[src/rtl/pipeline_hazard_unit.sv]
`default_nettype none
// ============================================================================
// Module   : pipeline_hazard_unit
// Function : Scoreboard RAW interlock and taken-branch flush sequencer
//            for the decode stage. Optional macro: FORWARDING_EN.
// Revision : 1.0  initial release
// ============================================================================
module pipeline_hazard_unit #(
  parameter int REGNUM       = 16,
  parameter int ADDRESSWIDTH = 4,
  parameter int WB_DEPTH     = 3,
  parameter int FLUSH_CYCLES = 2
) (
  input  logic                    clock,
  input  logic                    reset,
  input  logic                    issueValid,
  input  logic [ADDRESSWIDTH-1:0] issueSrcA,
  input  logic [ADDRESSWIDTH-1:0] issueSrcB,
  input  logic                    issueSrcAUsed,
  input  logic                    issueSrcBUsed,
  input  logic [ADDRESSWIDTH-1:0] issueDst,
  input  logic                    issueDstWrite,
  input  logic                    issueIsLoad,
  input  logic                    branchTaken,
  output logic                    stall,
  output logic                    flush,
  output logic                    issueFire,
  output logic [REGNUM-1:0]       busyMask
);

  localparam logic [2:0] WB_LOAD    = 3'(WB_DEPTH);
  localparam logic [2:0] FLUSH_LOAD = 3'(FLUSH_CYCLES);

  typedef enum logic [0:0] {
    ST_RUN   = 1'b0,
    ST_FLUSH = 1'b1
  } state_t;

  state_t            state;
  state_t            state_next;
  logic [2:0]        fcnt;
  logic [2:0]        fcnt_next;
  logic [2:0]        cnt [REGNUM];
  logic [REGNUM-1:0] ld;
  logic [REGNUM-1:0] reg_hazard;
  logic              in_run;
  logic              hazard_a;
  logic              hazard_b;

  // ---------------------------------------------------------------- FSM
  always_ff @(posedge clock) begin
    if (reset) begin
      state <= ST_RUN;
      fcnt  <= 3'd0;
    end else begin
      state <= state_next;
      fcnt  <= fcnt_next;
    end
  end

  always_comb begin
    state_next = state;
    fcnt_next  = fcnt;
    unique case (state)
      ST_RUN: begin
        if (branchTaken) begin
          state_next = ST_FLUSH;
          fcnt_next  = FLUSH_LOAD;
        end
      end
      ST_FLUSH: begin
        // Squashed instructions cannot branch, so branchTaken is ignored here.
        fcnt_next = fcnt - 3'd1;
        if (fcnt == 3'd1) begin
          state_next = ST_RUN;
        end
      end
      default: begin
        state_next = ST_RUN;
        fcnt_next  = 3'd0;
      end
    endcase
  end

  assign in_run = (state == ST_RUN);
  assign flush  = (state == ST_FLUSH);

  // ---------------------------------------------------------- scoreboard
  // A new issue to a register overrides the decrement (WAW reload).
  always_ff @(posedge clock) begin
    for (int r = 0; r < REGNUM; r++) begin
      if (reset) begin
        cnt[r] <= 3'd0;
        ld[r]  <= 1'b0;
      end else if (issueFire && issueDstWrite && (issueDst == ADDRESSWIDTH'(r))) begin
        cnt[r] <= WB_LOAD;
        ld[r]  <= issueIsLoad;
      end else if (cnt[r] != 3'd0) begin
        cnt[r] <= cnt[r] - 3'd1;
      end
    end
  end

  for (genvar r = 0; r < REGNUM; r++) begin : g_reg
    assign busyMask[r] = (cnt[r] != 3'd0);
`ifdef FORWARDING_EN
    // Only a load still in its first post-issue cycle cannot be bypassed.
    assign reg_hazard[r] = (cnt[r] == WB_LOAD) & ld[r];
`else
    assign reg_hazard[r] = busyMask[r];
`endif
  end

`ifndef FORWARDING_EN
  logic ld_unused;
  assign ld_unused = ^ld;
`endif

  // ---------------------------------------------------------- issue gating
  assign hazard_a  = issueSrcAUsed & reg_hazard[issueSrcA];
  assign hazard_b  = issueSrcBUsed & reg_hazard[issueSrcB];
  assign stall     = issueValid & in_run & (hazard_a | hazard_b) & ~reset;
  assign issueFire = issueValid & in_run & ~(hazard_a | hazard_b) & ~reset;

endmodule
`default_nettype wire

[config.mk]
export PLATFORM = sky130hd
export DESIGN_NAME = pipeline_hazard_unit
export DESIGN_NICKNAME = d
export VERILOG_FILES = /design/src/rtl/pipeline_hazard_unit.sv
export SDC_FILE = /design/constraint.sdc
export NUM_CORES = 1
export LEC_CHECK = 0
export ABC_AREA = 0
export CAP_MARGIN = 10
export CORE_MARGIN = 4
export CORE_UTILIZATION = 45
export CTS_BUF_LIST = sky130_fd_sc_hd__clkbuf_8
export DETAILED_ROUTE_END_ITERATION = 8
export HOLD_SLACK_MARGIN = 0.06
export PLACE_DENSITY = 0.71
export SYNTH_ARGS = -nofsm -noshare
export SYNTH_HDL_FRONTEND = slang
export SYNTH_SLANG_ARGS = --single-unit
export TNS_END_PERCENT = 5
[constraint.sdc]
create_clock -name clock -period 2.7 [get_ports clock]
set_input_delay 0.27 -clock clock [delete_from_list [all_inputs] [get_ports clock]]
set_output_delay 0.27 -clock clock [all_outputs]
set_load 0.01 [all_outputs]
==> run metrics <==
status=finished with violations; failing checks=setup timing; Logic pwr share=a little over three fifths; largest net degree at the start of global routing=67; htree depth=2; post-route design area=~5000 um2; Overall Global Routing Usage=between 10% and 20%; Compound-Gate Fraction of Synth Area=~14%; Post-Syn Nets=435; Residual DRC=0; Max-Cap Viols=0; Yosys reg bits=52; CORE AREA=roughly 7900 um2; Tcrit/Tclk final=103%; Crit Path Class=flip-flop to flip-flop; Die X-Extent=98.8 um; Adder-Cell Fraction of Synth Area=11.5%; Reg2Reg Depth=13; Int Power=roughly 0.0033 W; Syn Inst Count=between 300 and 400; sequential-to-total area share from yosys stat=41.0%; share of the synthesized area in the top cell type=between 30% and 40%; Synth Cell Area=between 3000 and 4000 um2; initial antenna violation count=0; RR Startpoint=cnt[1][0]; worst hold path class=flip-flop to flip-flop; pwr/cell area=~1100 nW/um2; RSZ-0062 raised after global routing=yes; Sink Count=52; main combinational cell family by area after synthesis=simple AND/OR/NAND/NOR gates; Worst R2R End=cnt[1][0]; Starting Density=47.1%; layout cell share with drive strength beyond 1=between 20% and 30%; TritonCTS Buffers=5; mux cell area share after synthesis=under 10%; Hold Fails Final Rpt=0; worst setup margin=-0.0910 ns; Rows=32; WL final=around 9.1 mm; post-detail-place hpwl=between 6 and 7 mm; clk root buf=clkbuf_8; CP Capture Point=cnt[1][0]; Yosys warning total=0; PortBufs=37; largest cells by area after synthesis=edfxtp_1 (39%), ha_1 (11%), inv_1 (4.7%); vias in the first global route=a little over 3,000; cell taking the most area after synthesis=edfxtp_1; CTS tree=built; Final Setup Violations=41; Flop pwr share=roughly 29%; Rel. slew slack=~55%; area delta synth->final=31.8%; switching power=roughly 0.0020 W; Routed Antenna Nets=0; Synth top cells by count=edfxtp_1 (48), inv_1 (46), ha_1 (34), nor2_1 (33), o21ai_0 (23); Max Clock Freq=roughly 0.36 GHz; Die H=approximately 99 um; Post-synth top flop=edfxtp_1; Synth cell types=36; Final Critical Period=about 2.8 ns; die area=9770 um2; number of synthesized flops with an enable pin=48; CP peak stage delay=~0.46 ns; fillers=between 600 and 700; leakage=~2 nW; Post-Synth XOR/XNOR Area=under 10%; post-DR wirelength/cell=16.0 um; count of nets after finishing=516; vias per cell=between 5 and 6; Cell Chain, Critical Path=inv_1 -> ha_1 -> nor2b_4 -> inv_2 -> mux4_2 -> o22ai_2 -> o21ai_1 -> a32o_2 -> buf_6 -> buf_12 -> buf_12 -> o21ai_4 -> buf_6; simple-gate share of the synthesized area=around 17%; Post-DP Area=approximately 4400 um2; first-pass GRT wire length=14.8 mm; top-level I/O count=39; cts hold-fix bufs=0; Post-synth ARST share=0%; global route overflow=0; max-slew violation count=0; fin cells=roughly 570; arrival time of the worst setup path=2.83 ns; worst-margin pin slew=0.669 ns; Finished Core Util=62.0%; vias=roughly 3,000; routability cong.=a little under 0.9; critical path capture point type=flip-flop; placed cells=roughly 540; Setup Skew=0.00576 ns; Clk pwr share=8.9%; Worst-Skew Late Latency=around 0.31 ns; clock slew at reported path FFs=about 0.10 ns; switching share of power=38.0%; ANT cells=0; 1st-pass router iterations=4; most common cell in the synthesized netlist=edfxtp_1; drt initial violations=roughly 220; CTS Buffer Depth=2; flop2flop setup slack=-0.09 ns; CP Launch Type=flip-flop; Worst Setup SP=cnt[1][0]; Worst EP required=roughly 2.7 ns; Worst Path Max Fanout=6; Max rail drop VDD=0.689 mV; synthesized area per cell=about 9.7 um2; TNS Setup=-2.35 ns; slowest stage cell, crit path=mux4_2
cell families (layout without fill, tap and decap cells):
family,count (synthesis),after routing
compound gates,80,80
xor+xnor,12,12
fa+ha+maj,34,34
buf+inv,69,151
flops,52,52
mux,15,15
simple gates,119,119
worst min-delay path by stage:
stage | from | to | slack (ns) | cells past startpoint
floorplan | branchTaken | flush | 0.45 | 2
global placement | fcnt[2] | fcnt[2] | 0.47 | 2
detailed placement | fcnt[2] | flush | 0.52 | 2
CTS | fcnt[2] | flush | 0.53 | 2
global route | fcnt[2] | fcnt[2] | 0.57 | 2
finish | fcnt[2] | fcnt[2] | 0.53 | 2
routing by layer:
metal  GRT usage (%)  wire, um  vias to the layer above
li1                -         -                     1505
met1            23.9      3970                     1439
met2            33.1      4580                       71
met3            3.11       407                       10
met4            3.57        94                        0
met5               0         0                        -
timing repair:
| item | in CTS | in global routing |
|---|---|---|
| cloned | 2 | 1 |
| gates resized for setup | 39 | 33 |
| setup endpoints to repair | 35 | 87 |
| setup buffers | 6 | 7 |
| pin swaps | 5 | 24 |
metrics by stage:
stage / worst slack (ns) / total power, W / hold slack [ns]
6_report: -0.0910 / 0.00533 / 0.527
4_1_cts: -0.0768 / 0.00507 / 0.530
2_1_floorplan: 0.173 / 0.00320 / 0.452
3_5_place_dp: -0.121 / 0.00433 / 0.516
5_1_grt: -0.165 / 0.00573 / 0.570
3_3_place_gp: -0.110 / 0.00423 / 0.471
cell usage in the layout, fill, tap and decap left out, drive strengths merged, types with 2 or more instances in the layout:
master	count
or3	16
o21a	16
xnor2	12
edfxtp	48
nand2	14
clkdlybuf4s50	34
o32ai	14
nor2	33
nor3	19
a21oi	3
ha	34
mux4	4
nor4	2
dfxtp	4
o22ai	5
nand2b	15
nor2b	17
o21ai	36
inv	52
buf	57
mux2i	11
clkbuf	7
power by group through the flow:
| stage | Clock [W] | Sequential [W] | Combinational, W |
|---|---|---|---|
| 2_1_floorplan | 0 | 0.00148 | 0.00171 |
| 3_3_place_gp | 0 | 0.00151 | 0.00272 |
| 3_5_place_dp | 0 | 0.00153 | 0.00281 |
| 4_1_cts | 0.000476 | 0.00151 | 0.00309 |
| 5_1_grt | 0.000518 | 0.00156 | 0.00366 |
| 6_report | 0.000475 | 0.00152 | 0.00333 |
final cells by class:
type / count / area, um2 / area share (%)
multi-input combinational: 260 / 2080 / 42.6
clock inverter: 2 / 11.3 / 0.230
timing repair buffer: 92 / 875 / 17.9
sequential: 52 / 1520 / 31.1
inverter: 51 / 191 / 3.91
tap: 102 / 128 / 2.61
clock buffer: 6 / 82.6 / 1.69
flip-flops by register name, summed over array words and instances, names as in the netlist:
register  flops
cnt          48
flush         1
fcnt          3
worst max-delay path: cells and delay by family (launching register included):
kind            cells  cell delay (ns)
simple gates        1             0.15
fa+ha+maj           1             0.15
flops               1             0.41
mux                 1             0.46
compound gates      4             0.66
buf+inv             6             0.70
Power figures use the tool's default switching activity.
